## config.mk

```make
export PLATFORM = sky130hd
export DESIGN_NAME = seg7_capture
export DESIGN_NICKNAME = d
export VERILOG_FILES = /design/src/rtl/seg7_capture.sv
export SDC_FILE = /design/constraint.sdc
export NUM_CORES = 1
export LEC_CHECK = 0
export CORE_ASPECT_RATIO = 1.25
export CORE_UTILIZATION = 60
export CTS_CLUSTER_SIZE = 20
export DETAILED_ROUTE_END_ITERATION = 8
export PLACE_DENSITY = 0.89
export SETUP_SLACK_MARGIN = 0.05
export SYNTH_ARGS = -nofsm -noshare
export SYNTH_HDL_FRONTEND = slang
export SYNTH_SLANG_ARGS = --single-unit
```

## constraint.sdc

```tcl
create_clock -name CLOCK_50 -period 3.6 [get_ports CLOCK_50]
set_input_delay 0.54 -clock CLOCK_50 [delete_from_list [all_inputs] [get_ports CLOCK_50]]
set_output_delay 0.54 -clock CLOCK_50 [all_outputs]
set_load 0.05 [all_outputs]
```

## src/rtl/seg7_capture.sv

```systemverilog
// seg7_capture: takes a snapshot of three active-low 7-segment displays on request.
// It waits until the pattern has held steady, then decodes it into three hex nibbles.
// If the displays never settle within the wait window, it reports a timeout instead.
module seg7_capture #(
    parameter int STABLE_CYCLES = 4,    // consecutive matching samples before decode (1..15)
    parameter int MAX_WAIT      = 255   // SETTLE cycles before giving up (STABLE_CYCLES+1..1023)
) (
    input  logic        CLOCK_50,
    input  logic        RESET,
    input  logic [6:0]  HEX0,
    input  logic [6:0]  HEX1,
    input  logic [6:0]  HEX2,
    input  logic        START,
    output logic        BUSY,
    output logic        VALID,
    output logic [11:0] VALUE,
    output logic [2:0]  DIGIT_ERR,
    output logic        TIMEOUT
);

    typedef enum logic [1:0] {
        ST_IDLE,
        ST_SETTLE,
        ST_DECODE,
        ST_DONE
    } state_t;

    // Terminal counts are compared against the pre-increment counter value, so a
    // hit means "the counter reaches its limit on this edge".
    localparam logic [3:0] STABLE_LAST = 4'(STABLE_CYCLES - 1);
    localparam logic [9:0] WAIT_LAST   = 10'(MAX_WAIT - 1);

    state_t      state;
    state_t      next_state;

    logic [20:0] hex_now;
    logic [20:0] snapshot;
    logic [3:0]  stab_cnt;
    logic [9:0]  wait_cnt;

    logic        sample_match;
    logic        stable_hit;
    logic        wait_hit;

    logic [4:0]  dec0;
    logic [4:0]  dec1;
    logic [4:0]  dec2;
    logic [11:0] decoded_value;
    logic [2:0]  decoded_err;

    // Active-low segment code (g..a) to {illegal, nibble}.
    // An illegal pattern decodes to nibble 0 with the error bit set.
    function automatic logic [4:0] seg_decode(input logic [6:0] seg);
        logic [4:0] res;
        res = 5'h10;
        case (seg)
            7'b1000000: res = {1'b0, 4'h0};
            7'b1111001: res = {1'b0, 4'h1};
            7'b0100100: res = {1'b0, 4'h2};
            7'b0110000: res = {1'b0, 4'h3};
            7'b0011001: res = {1'b0, 4'h4};
            7'b0010010: res = {1'b0, 4'h5};
            7'b0000010: res = {1'b0, 4'h6};
            7'b1111000: res = {1'b0, 4'h7};
            7'b0000000: res = {1'b0, 4'h8};
            7'b0010000: res = {1'b0, 4'h9};
            7'b0001000: res = {1'b0, 4'hA};
            7'b0000011: res = {1'b0, 4'hB};
            7'b1000110: res = {1'b0, 4'hC};
            7'b0100001: res = {1'b0, 4'hD};
            7'b0000110: res = {1'b0, 4'hE};
            7'b0001110: res = {1'b0, 4'hF};
            default:    res = 5'h10;
        endcase
        return res;
    endfunction

    assign hex_now      = {HEX2, HEX1, HEX0};
    assign sample_match = (hex_now == snapshot);
    assign stable_hit   = sample_match && (stab_cnt == STABLE_LAST);
    assign wait_hit     = (wait_cnt == WAIT_LAST);

    assign dec0          = seg_decode(snapshot[6:0]);
    assign dec1          = seg_decode(snapshot[13:7]);
    assign dec2          = seg_decode(snapshot[20:14]);
    assign decoded_value = {dec2[3:0], dec1[3:0], dec0[3:0]};
    assign decoded_err   = {dec2[4], dec1[4], dec0[4]};

    // State register; reset wins over every transition.
    always_ff @(posedge CLOCK_50) begin
        // NOTE: sequential state uses <= so every register samples pre-edge values.
        if (RESET) begin
            state <= ST_IDLE;
        end else begin
            state <= next_state;
        end
    end

    // Next-state logic and Moore outputs.
    always_comb begin
        // NOTE: defaults first, so no path through this block can infer a latch.
        next_state = state;
        BUSY       = 1'b1;
        VALID      = 1'b0;
        case (state)
            ST_IDLE: begin
                BUSY = 1'b0;
                if (START) begin
                    next_state = ST_SETTLE;
                end
            end
            ST_SETTLE: begin
                // The stable path wins when both limits land on the same edge.
                if (stable_hit) begin
                    next_state = ST_DECODE;
                end else if (wait_hit) begin
                    next_state = ST_DONE;
                end
            end
            ST_DECODE: begin
                next_state = ST_DONE;
            end
            ST_DONE: begin
                VALID      = 1'b1;
                next_state = ST_IDLE;
            end
            default: begin
                next_state = ST_IDLE;
            end
        endcase
    end

    // Snapshot and counters: latch on START, then track input changes while settling.
    always_ff @(posedge CLOCK_50) begin
        // NOTE: the snapshot is a plain register and is cleared on reset like the counters.
        if (RESET) begin
            snapshot <= '0;
            stab_cnt <= '0;
            wait_cnt <= '0;
        end else begin
            case (state)
                ST_IDLE: begin
                    if (START) begin
                        snapshot <= hex_now;
                        stab_cnt <= '0;
                        wait_cnt <= '0;
                    end
                end
                ST_SETTLE: begin
                    wait_cnt <= wait_cnt + 10'd1;
                    if (sample_match) begin
                        stab_cnt <= stab_cnt + 4'd1;
                    end else begin
                        // Any change restarts the stability run from the new pattern.
                        snapshot <= hex_now;
                        stab_cnt <= '0;
                    end
                end
                default: begin
                end
            endcase
        end
    end

    // Result registers: written once per capture, held between VALID pulses.
    always_ff @(posedge CLOCK_50) begin
        if (RESET) begin
            VALUE     <= '0;
            DIGIT_ERR <= '0;
            TIMEOUT   <= 1'b0;
        end else if (state == ST_DECODE) begin
            VALUE     <= decoded_value;
            DIGIT_ERR <= decoded_err;
            TIMEOUT   <= 1'b0;
        end else if (state == ST_SETTLE && !stable_hit && wait_hit) begin
            // Timeout leaves VALUE from the previous good capture untouched.
            DIGIT_ERR <= 3'b111;
            TIMEOUT   <= 1'b1;
        end
    end

endmodule
```

# == Yosys cells after proc, flatten, opt, wreduce, memory -nomap -nowiden ==
# Index checks and enable logic that the tools add are counted.
# Widths: inputs -> output; s select.
# totals
wordCells,96
inputBits,24
output_inout_bits,18
reg_bits,53
# classes
addsub,2
eq_ne,54
n_reduce_logical,14
muxes,19
# ops
operator,count
$pmux 5 s16,3
$eq 7x7->1 const B,12
$eq 7x5->1 const B,9
$eq 7x6->1 const B,9
$eq 7x2->1 const B,6
$eq 7x4->1 const B,6
$mux 21,2
$pmux 21 s2,1
$eq 21x21->1,1
$eq 7x3->1 const B,3
$logic_not 7->1,3
$pmux 10 s2,1
$add 10x1->10 const B,1
$eq 10x8->1 const B,1
$mux 10,1
$mux 4,2
$pmux 2 s4,1
$pmux 4 s2,1
$mux 2,3
$mux 3,2
$add 4x1->4 const B,1
$eq 2x2->1 const B,2
$eq 4x2->1 const B,1
$ne 2x2->1 const B,2
other kinds (10),15

# == Depth between registers and ports, before layout ==
# Gate-level depths: netlist (run 1).
# logic_depth
depth_word,7
ltp_mapped,8
ltp_nobuf,8

# == Worst setup path after synthesis (run 1) ==
# No wires, ideal clock.
# synth_path
path_kind,register to register
from,register state[1]
to,register snapshot[1]
arrival_ps,1669
t_required_ps,3528
setup_time_ps,72
synth_period_minus_slack_ps,1740
stages_incl_launch_ff,8
path_buffers,1
setup_slack_ps,1860
path_cell_list,dfxtp_1 > inv_1 > ha_1 > nand2b_1 > o21ai_0 > a21oi_4 > buf_6 > mux2i_1
# synth_between
elab_chain_len,3
word_cells_on_any_way,7
cone_classes,eq/ne: 3; mux: 1; reduce/logical: 3
# synth_lines
element,line_no,text
start: declaration,33,state_t state;
start signal: assignment,95,state <= next_state;
$eq 2x1->1 / $logic_not 2->1 (equally long branches),141,case (state)
$ne 2x2->1 (no source line) / $reduce_bool 2->1 (equally long branches),-,
$reduce_and 3->1 (no source line),-,
end signal: assignment,144,snapshot <= hex_now;
end signal: assignment,155,snapshot <= hex_now;
end: declaration,37,logic [20:0] snapshot;
# Parallel ways exist; a longest one is shown, timed or not.
# A chain may end at the register's enable or synchronous reset.

# == Worst setup path after layout (run 1) ==
# layout_path
from,register state[1]
to,output BUSY
# layout_between
elab_chain_len,2
# layout_lines
element,line_no,text
$logic_not 2->1,105,case (state)
$mux 1,105,
end: declaration,14,"output logic BUSY,"
# Every way passes these cells.

==> results of run 1 <==
layout make-up:
cell class,instances,area share [%]
timing repair buffer,46,11.55
clock buffer,5,1.774
sequential,53,27.35
multi-input combinational,335,55.58
clock inverter,2,0.9032
tap,64,2.065
inverter,8,0.7742
cells in the mapped netlist, drive strengths merged, types with 4 or more instances:
library cell / n / area, sq um
nor3b: 10 / 75.07
o211a: 4 / 40.04
nor4: 6 / 43.79
clkbuf: 16 / 60.06
and3: 4 / 30.03
inv: 8 / 30.03
nand3: 5 / 25.02
nor2: 47 / 176.4
mux2i: 23 / 230.2
nand2b: 8 / 50.05
nand2: 67 / 251.5
o21ai: 14 / 73.82
nor2b: 4 / 25.02
nand4: 9 / 56.30
ha: 7 / 87.58
nor3: 17 / 110.1
xnor2: 21 / 183.9
a21oi: 19 / 106.4
a211oi: 8 / 60.06
xor2: 13 / 113.9
dfxtp: 53 / 1061
buf: 18 / 117.6
kinds of logic (layout without fill, tap and decap cells):
logic type,count (synthesis),count (layout)
muxes,24,24
AOI/OAI and AO/OA,73,73
buffers and inverters,42,61
and+or+nand+nor,197,197
xor gates and xnor gates,34,34
DFF,53,53
adders and majority gates,7,7
final timing paths:
path,startpoint,end,cells past startpoint
worst max-delay path,state[1]$_SDFFE_PP0P_,BUSY,4
worst min-delay path,TIMEOUT$_SDFFE_PP0P_,TIMEOUT$_SDFFE_PP0P_,1
worst max register to register,state[1]$_SDFFE_PP0P_,snapshot[14]$_SDFFE_PP0P_,7
worst min register to register,TIMEOUT$_SDFFE_PP0P_,TIMEOUT$_SDFFE_PP0P_,1
registers in the layout, summed over array words and instances, names as in the netlist:
register / cells
DIGIT_ERR: 3
snapshot: 21
state: 2
TIMEOUT: 1
VALUE: 12
stab_cnt: 4
wait_cnt: 10
cells in the final DEF, fill, tap and decap left out, types with 7 or more instances in the layout:
cell,Yosys,layout
sky130_fd_sc_hd__a211oi_1,8,8
sky130_fd_sc_hd__a21oi_1,18,18
sky130_fd_sc_hd__clkdlybuf4s50_1,0,41
sky130_fd_sc_hd__dfxtp_1,53,53
sky130_fd_sc_hd__ha_1,7,7
sky130_fd_sc_hd__inv_1,8,8
sky130_fd_sc_hd__mux2i_1,23,23
sky130_fd_sc_hd__nand2_1,67,67
sky130_fd_sc_hd__nand2b_1,8,8
sky130_fd_sc_hd__nand4_1,9,9
sky130_fd_sc_hd__nor2_1,47,47
sky130_fd_sc_hd__nor3_1,12,12
sky130_fd_sc_hd__nor3b_1,10,10
sky130_fd_sc_hd__o21ai_0,13,13
sky130_fd_sc_hd__xnor2_1,21,21
sky130_fd_sc_hd__xor2_1,13,13
metrics by stage:
stage          area [sq um]  worst slack [ps]  utilization (%)
4_1_cts                3879              1041            70.78
3_5_place_dp           3775              1052            68.88
5_1_grt                3879             958.4            70.78
2_1_floorplan          3425              1860                -
6_report               3879              1056            70.78
3_3_place_gp           3775              1106            68.88
metal layers:
metal	wire, um	GRT usage, %
met1	3347	33.70
met2	3843	45.90
met3	279	3.605
met4	107	7.607
met5	0	0
worst register-to-register path, cell delays in order, from the launching register on:
cell,delay (ps)
sky130_fd_sc_hd__dfxtp_1,430
sky130_fd_sc_hd__inv_1,100
sky130_fd_sc_hd__ha_1,270
sky130_fd_sc_hd__nand2b_1,180
sky130_fd_sc_hd__o21ai_0,250
sky130_fd_sc_hd__a21oi_4,500
sky130_fd_sc_hd__buf_4,290
sky130_fd_sc_hd__mux2i_1,210
power by group:
group	total (mW)	switching (mW)	leakage [nW]	internal [mW]
Combinational	1.69	0.963	0.963	0.729
Sequential	1.12	0.353	0.433	0.763
Clock	0.396	0.193	0.0540	0.203
==> out/metrics.cfg, run 1 <==
[final_layout]
multi_input_comb_area_sq_um=2156
area.sequential_sq_um=1061
n_antenna_cell=0
area_growth_pct=13.26
design.final.nets=480
num-fill-cells=449
post_route_non_filler_standard_cell_count=513
layout-drive-gt1-share_pct=6.236

[critical_path]
path_common_cell=sky130_fd_sc_hd__inv_1
worstPathBufferInverterCount=3
crit_chain=inv_1 -> ha_1 -> inv_1 -> clkdlybuf4s50_1
worstSetupPathType=flip-flop to output pin
critical_path_arrival_ps=2000
worst_ep_required_time_ps=3060
regToRegSetupSlack_ps=1320
startpoint_type=flip-flop
critPathMaxStageDelay_ps=800
cp_top_family=buffers and inverters
timing.critical_path.fanout_max=6
cp-end-kind=output pin
worst_path_max_delay_cell=sky130_fd_sc_hd__clkdlybuf4s50_1

[logic_synthesis]
synth.net_count=461
mux_contribution_to_synthesized_area_pct=7.052
synth_cells=430
share_of_async_settable_or_async_resettable_flops_after_synthesis_pct=0
synth_edf_count=0
ys_ff_latch=53
yosysUniqueCellTypes=61
netlist_area_pre_place_sq_um=3425
synth-compound-area-share_pct=15.16
synth_simple_gate_area_share_pct=29.48
synth_warnings=0
synth_area_per_cell_sq_um=7.964
synth_fa_ha_area_share_pct=2.558
largest_family_of_logic_cells_by_synthesized_area=simple AND/OR/NAND/NOR gates
synth_ff_type=sky130_fd_sc_hd__dfxtp_1
synth-seq-area-share_pct=30.98
post_synth_xor_area_fraction_pct=8.696

[sta]
report.final.setup_viol=0
final_min_period_over_clock_period_pct=70.67
skew_ps=3.741
worst-slew-pin-transition_ps=583.1
fmaxAchievable_ghz=0.3931
final.min_clock_period_ps=2544
totalNegativeSetupSlack_ps=0
timing_hold_violations_final=0
worst_hold_slack_ps=472.3
worst_slew_margin_rel_pct=60.72
final_max_slew_viol_count=0
grt_setup_unrepaired=false

[route]
num_vias=3059
avgRoutedWirePerCell_um=14.77
post-route-drc-count=0
wl_mm=7.577
dr.pass1.iters=4
drt-vias-per-instance=5.963
final_antenna_net_count=0
drt_iter0_drc=215

[floorplanning]
io-pin-count=42
dieArea_sq_um=6015
num_rows=30
die_height_um=86.47
initial_core_util_pct=62.49
core_region_area_sq_um=5480
die-width_um=69.57

[flow_run]
maxCapViolCount=0

[global_route]
grt_util_all_layers_pct=26.23
grt_max_degree=45
grt_pass1_vias=2870
grt_overflow_total=0
global_route_wire_length_before_repair_mm=13.02
antenna_violations_before_repair=0

[clock_tree]
clk_path_buf_depth=2
tritoncts_buffers=5
clock_sinks=53
cts_hold_buf=0
clk_latency_ps=300
tritoncts_clock_tree=done
clockRootBuffer=sky130_fd_sc_hd__clkbuf_8
post_cts.resized_instances=0
cts_max_level=2
postCtsSetupBuffers=0
clk_transition_reported_paths_ps=90

[pwr]
leakage_component_of_the_power_nw=1.450
fin_total_pwr_mw=3.204
ir_drop_v=0.0004692
power_density_nw_per_um2=826.1

[place]
numPortBuffers=41
place.detailed.hpwl_mm=5.515
dp_cells=506
gpl.final_weighted_congestion=0.8947

[hold_path]
hold_path.class=flip-flop to flip-flop

[run_status]
status=finished clean

Power figures use the tool's default switching activity.
==> run 2: changes to the inputs <==
Settings changed: CORE_UTILIZATION 60 to 51, PLACE_DENSITY 0.89 to 0.81.
Clock period 3.6 ns to 2.1 ns, I/O delays scaled along.
==> out/metrics.cfg, run 2 (synthesized netlist as in run 1, its figures left out) <==
[clock_tree]
clockRootBuffer=sky130_fd_sc_hd__clkbuf_8
clk_transition_reported_paths_ps=100  ; about the same
clk_path_buf_depth=2  ; unchanged
tritoncts_clock_tree=done
clk_latency_ps=320  ; +20 ps
tritoncts_buffers=5  ; unchanged
clock_sinks=53  ; unchanged
cts_max_level=2  ; unchanged

[final_layout]
registers.top_by_ff_count=snapshot
layout.core_utilization_pct=63.54  ; -7.2 points
layout-drive-gt1-share_pct=12.68  ; +6.4 points
n_antenna_cell=0  ; unchanged
num-fill-cells=588  ; +31%
design.final.nets=511  ; +6.5%
area.sequential_sq_um=1061  ; unchanged
area_growth_pct=21.05
largest_register_ffs=21  ; unchanged
top_regs=snapshot x21, VALUE x12, wait_cnt x10
layout.cells.most_common=sky130_fd_sc_hd__nand2_1
layout_common_cells=sky130_fd_sc_hd__nand2_1 (67), sky130_fd_sc_hd__dfxtp_1 (53), sky130_fd_sc_hd__nor2_1 (47), sky130_fd_sc_hd__clkdlybuf4s50_1 (39), sky130_fd_sc_hd__buf_4 (35)
multi_input_comb_area_sq_um=2173  ; +0.81%
post_route_non_filler_standard_cell_count=568  ; +11%

[sta]
fmaxAchievable_ghz=0.5110
report.final.setup_viol=0  ; unchanged
worst_slew_margin_rel_pct=45.42  ; -15 points
worst-slew-pin-transition_ps=810.1  ; +227.1 ps
final_max_slew_viol_count=0  ; unchanged
final.min_clock_period_ps=1957
final_min_period_over_clock_period_pct=93.19
grt_setup_unrepaired=false
timing_hold_violations_final=0  ; unchanged
postLayoutSetupSlackWorst_ps=143.1  ; -912.7 ps
skew_ps=3.669  ; -0.07125 ps

[floorplanning]
core_region_area_sq_um=6524  ; +19%
die-width_um=75.29  ; +8.2%
num_rows=33  ; +10%
dieArea_sq_um=7048  ; +17%
initial_core_util_pct=52.49  ; -10 points
io-pin-count=42  ; unchanged
die_height_um=93.62  ; +8.3%

[global_route]
antenna_violations_before_repair=0  ; unchanged
grt_max_degree=48  ; +6.7%
global_route_wire_length_before_repair_mm=13.08  ; +0.42%
grt_overflow_total=0  ; unchanged
grt_pass1_vias=2923  ; +1.8%
grt_util_all_layers_pct=23.72  ; -2.5 points

[critical_path]
critical_path_arrival_ps=2210  ; +210 ps
cell_count_of_the_worst_reg_to_reg_path=6  ; -1
cp-end-kind=flip-flop
worstSetupPathType=flip-flop to flip-flop
timing.critical_path.fanout_max=12  ; +6
worst_path_max_delay_cell=sky130_fd_sc_hd__a21oi_4
worstReg2RegStart=state[1]$_SDFFE_PP0P_
worst_ep_required_time_ps=2350  ; -710 ps
crit_chain=inv_1 -> ha_1 -> nand2b_1 -> o21ai_0 -> a21oi_4 -> mux2i_1
critPathMaxStageDelay_ps=580  ; -220 ps
critical_path.startpoint=state[1]$_SDFFE_PP0P_
startpoint_type=flip-flop

[pwr]
ir_drop_v=0.0005892  ; +26%
switching_share_pct=46.72  ; -0.40 points
power_density_nw_per_um2=1416  ; +71%
cell_internal_pwr_mw=3.127  ; +85%
leakage_component_of_the_power_nw=1.608  ; +11%
power.combinational.fraction_pct=63.9  ; +11 points
sequentialPowerShare_pct=25.6  ; -9.2 points
power.clock.fraction_pct=10.5  ; -1.8 points
power.net_switching_mw=2.742  ; +82%

[place]
gpl.final_weighted_congestion=0.8335  ; -6.8%
numPortBuffers=41  ; unchanged
place.detailed.hpwl_mm=5.569  ; +0.97%
dp_cells=558  ; +10%
preCtsSetupSlack_ps=-370.3  ; -1422 ps

[hold_path]
worstHoldStart=VALUE[8]$_SDFFE_PP0P_
hold_depth=2  ; +1
hold_path.class=flip-flop to flip-flop

[route]
post-route-drc-count=0  ; unchanged
num_vias=3212  ; +5.0%
dr.pass1.iters=6  ; +2
drt_iter0_drc=280  ; +30%
avgRoutedWirePerCell_um=14.00  ; -5.2%
drt-vias-per-instance=5.655  ; -5.2%
final_antenna_net_count=0  ; unchanged
wl_mm=7.950  ; +4.9%

[run_status]
status=finished clean

[flow_run]
maxCapViolCount=0  ; unchanged

-- run 2: worst paths after layout --
kind	slack [ps]	endpoint
worst max-delay path	140	snapshot[13]$_SDFFE_PP0P_
worst min-delay path	480	VALUE[8]$_SDFFE_PP0P_
worst max register to register	140	snapshot[13]$_SDFFE_PP0P_
worst min register to register	480	VALUE[8]$_SDFFE_PP0P_
-- run 2: power groups by stage --
| stage | logic (mW) | registers (mW) | clock network [mW] |
|---|---|---|---|
| after floorplan | 2.26 | 1.92 | 0 |
| after global placement | 3.52 | 1.51 | 0 |
| after detailed placement | 3.60 | 1.52 | 0 |
| after CTS | 3.65 | 1.50 | 0.625 |
| after global routing | 4.05 | 1.54 | 0.666 |
| final | 3.75 | 1.51 | 0.614 |
-- run 2: area by class of cell --
| type | count | area share, % |
|---|---|---|
| clock inverter | 3 | 0.5131 |
| tap | 87 | 2.626 |
| multi-input combinational | 336 | 52.43 |
| inverter | 8 | 0.7244 |
| sequential | 53 | 25.60 |
| timing repair buffer | 76 | 16.45 |
| clock buffer | 5 | 1.660 |
-- run 2: repair_timing --
action,in CTS,in global routing
pin swaps,0,0
gates cloned,1,0
setup endpoints to repair,22,7
resized for setup,2,1
hold buffers,0,0
buffers inserted,0,1
-- run 2: metrics by stage --
step / area, sq um / power (mW) / hold WS [ps] / TNS (ps)
2_1_floorplan: 3425 / 4.177 / 457.1 / 0
3_3_place_gp: 4019 / 5.033 / 464.2 / -8062
3_5_place_dp: 4019 / 5.119 / 466.9 / -8885
4_1_cts: 4124 / 5.779 / 485.9 / 0
5_1_grt: 4145 / 6.255 / 518.6 / 0
6_report: 4145 / 5.869 / 484.5 / 0
-- run 2: critical path, delay by kind of cell (launching register included) --
kind                     cells  cell delay (ps)
AO/OA/AOI/OAI                2              860
buffers and inverters        1               70
AND/OR/NAND/NOR              1              100
adder cells (fa/ha/maj)      1              220
flip-flops                   1              360
multiplexers                 1              270
-- run 2: routing by layer --
metal	vias up	GRT usage, %	share of wire [%]
met5	-	0	0
li1	1605	-	-
met3	14	4.203	3.6
met2	75	40.92	52
met4	0	8.333	1.6
met1	1518	28.89	43
